--- config.mk ---
export PLATFORM = sky130hd
export DESIGN_NAME = i3c_sdr_initiator
export DESIGN_NICKNAME = d
export VERILOG_FILES = /design/src/rtl/i3c_sdr_initiator.sv
export SDC_FILE = /design/constraint.sdc
export NUM_CORES = 1
export LEC_CHECK = 0
export BUFFER_PORTS_ARGS = -buffer_cell sky130_fd_sc_hd__buf_2
export CAP_MARGIN = 20
export CORE_ASPECT_RATIO = 0.8
export CORE_UTILIZATION = 59
export DETAILED_ROUTE_END_ITERATION = 12
export GPL_ROUTABILITY_DRIVEN = 0
export GPL_TIMING_DRIVEN = 0
export PLACE_DENSITY_LB_ADDON = 0.05
export SKIP_CTS_REPAIR_TIMING = 1
export SLEW_MARGIN = 20
export SYNTH_ARGS = -nofsm -noshare
export SYNTH_HDL_FRONTEND = slang
export SYNTH_SLANG_ARGS = --single-unit
--- constraint.sdc ---
create_clock -name clk_i -period 6.1 [get_ports clk_i]
set_input_delay 0.305 -clock clk_i [delete_from_list [all_inputs] [get_ports clk_i]]
set_output_delay 0.305 -clock clk_i [all_outputs]
set_load 0.02 [all_outputs]
--- src/rtl/i3c_sdr_initiator.sv ---
// i3c_sdr_initiator
// Controller-side single-byte initiator for the I3C/I2C bit layer. Issues
// START, {addr, rnw}, ACK slot, one data byte, ACK slot, STOP, then idles
// the bus for one half period before reporting completion.
//
// Ports:
//   clk_i, rst_ni          clock, asynchronous active-low reset
//   scl_i / sda_i          sampled bus levels
//   scl_o, scl_en_o        SCL drive (value always 0, enable pulls low)
//   sda_o, sda_en_o        SDA drive (value always 0, enable pulls low)
//   cmd_valid_i/ready_o    one-deep command handshake (ready only in IDLE)
//   cmd_addr_i/rnw_i/wdata_i  command fields, captured on accept
//   resp_valid_o           one-cycle completion pulse
//   resp_rdata_o           read byte, held until the next read response
//   resp_nack_o            address NACK, or data NACK on a write
//
// Build option: define I3C_INIT_CLOCK_STRETCH_EN to let a target stretch
// SCL; the high-phase counter then waits while scl_i reads 0.

module i3c_sdr_initiator #(
    parameter int HALF_PERIOD = 4
) (
    input  logic       clk_i,
    input  logic       rst_ni,
    input  logic       scl_i,
    output logic       scl_o,
    output logic       scl_en_o,
    input  logic       sda_i,
    output logic       sda_o,
    output logic       sda_en_o,
    input  logic       cmd_valid_i,
    output logic       cmd_ready_o,
    input  logic [6:0] cmd_addr_i,
    input  logic       cmd_rnw_i,
    input  logic [7:0] cmd_wdata_i,
    output logic       resp_valid_o,
    output logic [7:0] resp_rdata_o,
    output logic       resp_nack_o
);

    typedef enum logic [2:0] {
        IDLE, START, ADDR, ADDR_ACK, DATA, DATA_ACK, STOP, FREE
    } state_t;

    localparam logic [7:0] PHASE_LAST = 8'(HALF_PERIOD - 1);
    // SDA is registered, so the update edge is one cycle before the low-phase
    // cycle floor(H/2) in which the new level must appear.
    localparam logic [7:0] SDA_EDGE   = 8'(HALF_PERIOD / 2 - 1);

    state_t     state_q, state_d;
    logic [7:0] phase_cnt_q;
    logic       high_q;
    logic [2:0] bit_cnt_q;
    logic [7:0] tx_shift_q;
    logic [7:0] rx_shift_q;
    logic [7:0] wdata_q;
    logic       rnw_q;
    logic       nack_q;
    logic       sda_en_q;

    logic accept;
    logic bit_phases;
    logic advance;
    logic phase_done;
    logic bit_end;
    logic sda_update;

    assign accept     = (state_q == IDLE) && cmd_valid_i;
    // States built from SCL low/high bit periods (STOP shares the shape).
    assign bit_phases = state_q inside {ADDR, ADDR_ACK, DATA, DATA_ACK, STOP};

`ifdef I3C_INIT_CLOCK_STRETCH_EN
    assign advance = !(bit_phases && high_q && !scl_i);
`else
    logic unused_scl;
    assign unused_scl = scl_i;
    assign advance    = 1'b1;
`endif

    assign phase_done = (state_q != IDLE) && advance && (phase_cnt_q == PHASE_LAST);
    assign bit_end    = bit_phases && high_q && phase_done;
    assign sda_update = bit_phases && !high_q && (phase_cnt_q == SDA_EDGE);

    always_ff @(posedge clk_i or negedge rst_ni) begin
        if (!rst_ni) begin
            state_q <= IDLE;
        end else begin
            state_q <= state_d;
        end
    end

    always_comb begin
        state_d = state_q;
        case (state_q)
            IDLE:     if (cmd_valid_i) state_d = START;
            START:    if (phase_done) state_d = ADDR;
            ADDR:     if (bit_end && bit_cnt_q == 3'd7) state_d = ADDR_ACK;
            ADDR_ACK: if (bit_end) state_d = sda_i ? STOP : DATA;
            DATA:     if (bit_end && bit_cnt_q == 3'd7) state_d = DATA_ACK;
            DATA_ACK: if (bit_end) state_d = STOP;
            STOP:     if (bit_end) state_d = FREE;
            FREE:     if (phase_done) state_d = IDLE;
            default:  state_d = IDLE;
        endcase
    end

    always_comb begin
        scl_en_o     = bit_phases && !high_q;
        sda_en_o     = sda_en_q;
        cmd_ready_o  = (state_q == IDLE);
        resp_valid_o = (state_q == FREE) && phase_done;
    end

    assign scl_o = 1'b0;
    assign sda_o = 1'b0;

    always_ff @(posedge clk_i or negedge rst_ni) begin
        if (!rst_ni) begin
            phase_cnt_q  <= '0;
            high_q       <= 1'b0;
            bit_cnt_q    <= '0;
            tx_shift_q   <= '0;
            rx_shift_q   <= '0;
            wdata_q      <= '0;
            rnw_q        <= 1'b0;
            nack_q       <= 1'b0;
            sda_en_q     <= 1'b0;
            resp_rdata_o <= '0;
            resp_nack_o  <= 1'b0;
        end else begin
            if (state_q == IDLE || phase_done) begin
                phase_cnt_q <= '0;
            end else if (advance) begin
                phase_cnt_q <= phase_cnt_q + 8'd1;
            end

            // Every new state begins in its low (or only) phase.
            if (state_d != state_q) begin
                high_q <= 1'b0;
            end else if (bit_phases && phase_done) begin
                high_q <= !high_q;
            end

            if (accept) begin
                tx_shift_q <= {cmd_addr_i, cmd_rnw_i};
                wdata_q    <= cmd_wdata_i;
                rnw_q      <= cmd_rnw_i;
                nack_q     <= 1'b0;
                bit_cnt_q  <= '0;
                sda_en_q   <= 1'b1;
            end

            if (sda_update) begin
                case (state_q)
                    ADDR:    sda_en_q <= !tx_shift_q[7];
                    DATA:    sda_en_q <= !rnw_q && !tx_shift_q[7];
                    STOP:    sda_en_q <= 1'b1;
                    default: sda_en_q <= 1'b0;
                endcase
            end

            if (bit_end) begin
                case (state_q)
                    ADDR: begin
                        bit_cnt_q  <= bit_cnt_q + 3'd1;
                        tx_shift_q <= {tx_shift_q[6:0], 1'b0};
                    end
                    ADDR_ACK: begin
                        nack_q     <= sda_i;
                        tx_shift_q <= wdata_q;
                    end
                    DATA: begin
                        bit_cnt_q  <= bit_cnt_q + 3'd1;
                        tx_shift_q <= {tx_shift_q[6:0], 1'b0};
                        if (rnw_q) rx_shift_q <= {rx_shift_q[6:0], sda_i};
                    end
                    DATA_ACK: begin
                        if (!rnw_q) nack_q <= sda_i;
                    end
                    STOP:    sda_en_q <= 1'b0;
                    default: ;
                endcase
            end

            if (resp_valid_o) begin
                resp_nack_o <= nack_q;
                if (rnw_q) resp_rdata_o <= rx_shift_q;
            end
        end
    end

endmodule
Yosys cells after proc, flatten, opt, wreduce, memory -nomap -nowiden
Index checks and enable logic that the tools add are counted.

Register bits: 51. Output and inout bits: 15. Logic and storage cells: 74.

$add $sub $neg: 2. Equal/unequal tests: 11. Muxes and demuxes: 28. Reduce and logical (&&, ||, !) cells: 21.

Operators with widths (number): $mux W3 (11); $mux W8 (3); $pmux W3 S8 (1); $pmux W8 S2 (1); $eq A3 B3 Y1 const B (5); $logic_and A1 B1 Y1 (10); $mux W1 (9); $add A8 B1 Y8 const B (1); $eq A8 B1 Y1 const B (1); $eq A8 B2 Y1 const B (1); $eq A3 B2 Y1 const B (2); $reduce_bool A5 Y1 (1); $add A3 B1 Y3 const B (1); $eq A3 B1 Y1 const B (1); $logic_not A1 Y1 (3); $logic_not A3 Y1 (1); $ne A3 B3 Y1 (1); $pmux W1 S3 (1); $reduce_and A3 Y1 (1); $reduce_bool A3 Y1 (1); $mux W2 (1); $pmux W1 S2 (1); $reduce_and A2 Y1 (1); $reduce_bool A2 Y1 (1); other kinds (2) (2).

Longest topological paths before layout
Depth in word-level cells: 9. Gate-level depth with buffers: 7. Mapped depth without buffers: 6.

Worst setup path before layout
OpenSTA, ideal clock, no wires.

Path type: flip-flop to output port. Start point: reg phase_cnt_q[2]. End point: out resp_valid_o. Arrival: 1741 ps. Slack: 4054 ps. Stages on the path, launching flop included: 5. Cell sequence: dfrtp_1 > or4_1 > buf_2 > nor3_1 > and2_1.

Longest elaborated chain between the ends: 3.

Ends and longest elaborated chain: from (decl) (RTL line 51) `logic [7:0] phase_cnt_q;`; from (signal assigned) (RTL line 134) `phase_cnt_q <= phase_cnt_q + 8'd1;`; $eq A8 B2 Y1 (RTL line 80) `assign phase_done = (state_q != IDLE) && advance && (phase_cnt_q == PHASE_LAST);`; $logic_and A1 B1 Y1 (RTL line 80); $logic_and A1 B1 Y1 (RTL line 111) `resp_valid_o = (state_q == FREE) && phase_done;`; to (decl) (RTL line 36) `output logic resp_valid_o,`.

Every way passes these cells.

Worst setup path in the final report
Ends and elaborated chain as after synthesis.

==> results_dict.tcl <==
set metrics [dict create \
    critPathCaptureType "primary output" \
    tritoncts "done" \
    cts_sinks 51 \
    fp.dieH_um 59.81 \
    row_count 20 \
    rsz0062_at_grt "no" \
    ys_warn_count 0 \
    crit_slowest_cell "nor3_1" \
    drt-total-wl_um 4656 \
    grt_pass1_vias 1687 \
    diodes 0 \
    yosysUniqueCellTypes 42 \
    synth_top_area_share_pct 51.78 \
    timing.rr.end "tx_shift_q[3]" \
    final-seq-area_um2 1276 \
    critPathRequiredTime_ps 5790 \
    ir_worst_vdd_mv 0.1939 \
    fill_cells 320 \
    drt-vias-per-instance 5.683 \
    min_period_ps 2701 \
    async_reset_ff_share_pct 100.0 \
    area_growth_pct 12.89 \
    tightest_slew_ps 985.9 \
    finClkSkew_ps 11.87 \
    drive_above_1_share_pct 33.06 \
    worst_slew_margin_rel_pct 33.72 \
    crit_cells 5 \
    firstDrtPassIters 4 \
    reg2reg_depth 4 \
    core_um2 3904 \
    max_cap_violations 0 \
    multi_input_area_um2 1092 \
    antenna_found_initial 0 \
    crit_buf_inv 2 \
    nNetsFinal 273 \
    start_kind "flip-flop" \
    cts_root_buf "clkbuf_8" \
    status "finished, final reports clean" \
    worstPathArrival_ps 2400 \
    synth_edf_count 0 \
    critical_path_class "flip-flop to primary output" \
    grt_max_degree 52 \
    syn_area_per_cell_um2 11.85 \
    synthTopCellsByCount "51 x dfrtp_1, 26 x mux2_2, 16 x nor2_1" \
    cts_buffers 5 \
    holdWs_ps 12.29 \
    die_w_um 74.27 \
    dr.first_iter.drc_count 118 \
    r2r_slack_ps 3780 \
    synthCells 208 \
    grt.total_usage_pct 23.47 \
    dieArea_um2 4442 \
    numPortBuffers 32 \
    vias 1722 \
    wl_per_cell_um 15.37 \
    synth_most_common_cell "dfrtp_1" \
    crit_chain "or4_1 -> buf_2 -> nor3_1 -> and2_1 -> buf_2" \
    leakagePower_nw 1.479 \
    slowest_delay_ps 560 \
    endpoint "resp_valid_o" \
    io_pins 36 \
    cp_max_fo 6 \
    synth-main-ff-cell "dfrtp_1" \
    synthTopCellsByArea "dfrtp_1 52%, mux2_2 12%, mux2i_1 4.9%" \
    initial_core_util_pct 63.14 \
    hold_violations 0 \
    slew_viol_final 0 \
    critPathTopFamily "simple AND/OR/NAND/NOR gates" \
    cts.clk_slew.worst_paths_ps 90 \
    crit_start "phase_cnt_q[2]" \
    gr-total-overflow 0 \
    drc 0 \
    ys_seq_area_share_pct 51.78 \
    cp_common_cell "buf_2" \
    finalCritPeriodShare_pct 44.28 \
    drtAntennaViolNets 0 \
    rr_startpoint "phase_cnt_q[2]" \
    clk_latency_ps 310 \
    tns_ps 0 \
    report.final.setup_viol 0 \
    grt_first_pass_wirelength_um 7596 \
    syn_area_um2 2465 \
    post-dp-hpwl_um 3417 \
    cts_max_level 2 \
    ys_ff_latch 51 \
    powerDensity_nw_per_um2 199.4 \
    clk_path_buf_depth 2 \
    hold_class "primary input to asynchronous set/reset pin" \
    yosys.area.top_type "dfrtp_1" \
    max_freq_ghz 0.3702 \
]
worst register-to-register path: stages, from the launching register on:
cell and delay (ps):
dfrtp_1 440, or4_1 520, buf_2 180, nor4_2 850
a221o_1 270
flip-flops by register name, indices dropped and copies added, names as in the netlist:
name / count
state_q: 3
rx_shift_q: 8
nack_q: 1
rnw_q: 1
bit_cnt_q: 3
phase_cnt_q: 8
high_q: 1
resp_nack_o: 1
wdata_q: 8
sda_en_o: 1
tx_shift_q: 8
resp_rdata_o: 8
cells in the final DEF, fill, tap and decap left out, drive strengths merged, types with 3 or more instances in the layout:
master | Yosys | final
dfrtp | 51 | 51
buf | 10 | 42
mux2 | 27 | 27
nor2 | 16 | 16
nand2 | 13 | 13
mux2i | 12 | 12
a21oi | 9 | 9
clkbuf | 4 | 9
inv | 8 | 8
a221o | 7 | 7
xnor2 | 4 | 4
ha | 4 | 4
nand2b | 3 | 3
and2 | 3 | 3
a21o | 3 | 3
nor3 | 3 | 3
and3 | 3 | 3
nand3 | 3 | 3
nor4 | 3 | 3
routing by layer:
| metal | up-vias | share of wire (%) | track usage [%] |
|---|---|---|---|
| li1 | 806 | - | - |
| met1 | 855 | 46 | 29.90 |
| met2 | 55 | 48 | 39.35 |
| met3 | 6 | 5.2 | 6.745 |
| met4 | 0 | 0.75 | 6.739 |
| met5 | - | 0 | 0 |
report_power, final:
part	total [mW]	switching [mW]	internal (mW)
Combinational	0.0220	0.0122	0.00982
Clock	0.187	0.109	0.0786
Sequential	0.345	0.00333	0.342
Total	0.555	0.124	0.431
how the worst min path moves through the flow:
stage / start / to / slack (ps) / cells after the start
after CTS: cmd_wdata_i[5] / wdata_q[5] / 220 / 2
after global routing: rst_ni / rx_shift_q[3] / 50 / 1
final: rst_ni / rx_shift_q[6] / 10 / 1
after floorplan: rst_ni / bit_cnt_q[0] / 9 / 0
after detailed placement: rx_shift_q[7] / rx_shift_q[7] / 480 / 1
after global placement: wdata_q[0] / tx_shift_q[0] / 460 / 1
through the flow:
step	total power, mW	utilization (%)	instance area, um2	cells	worst slack [ps]
3_3_place_gp	0.3730	69.10	2698	296	3844
2_1_floorplan	0.3591	-	2469	209	4054
6_report	0.5547	71.28	2783	303	3399
3_5_place_dp	0.3744	69.10	2698	296	3733
4_1_cts	0.5594	71.22	2780	303	3432
5_1_grt	0.5728	71.28	2783	303	3266
cells by family after synthesis:
group | share of synthesized area, %
compound gates | 8.732
other cells | 0.1521
flops | 51.78
simple gates | 13.50
xor+xnor | 2.132
buf+inv | 4.061
fa+ha+maj | 2.437
mux | 17.21
final cells by class:
type / count / share of cell area (%)
Inverter: 8 / 1.079
Sequential cell: 51 / 45.86
Clock buffer: 5 / 2.473
Clock inverter: 2 / 0.4946
Timing Repair Buffer: 32 / 5.845
Multi-Input combinational cell: 136 / 39.25
Buffer: 14 / 2.518
Tap cell: 55 / 2.473
No activity file was read; power rests on OpenSTA's default activity.
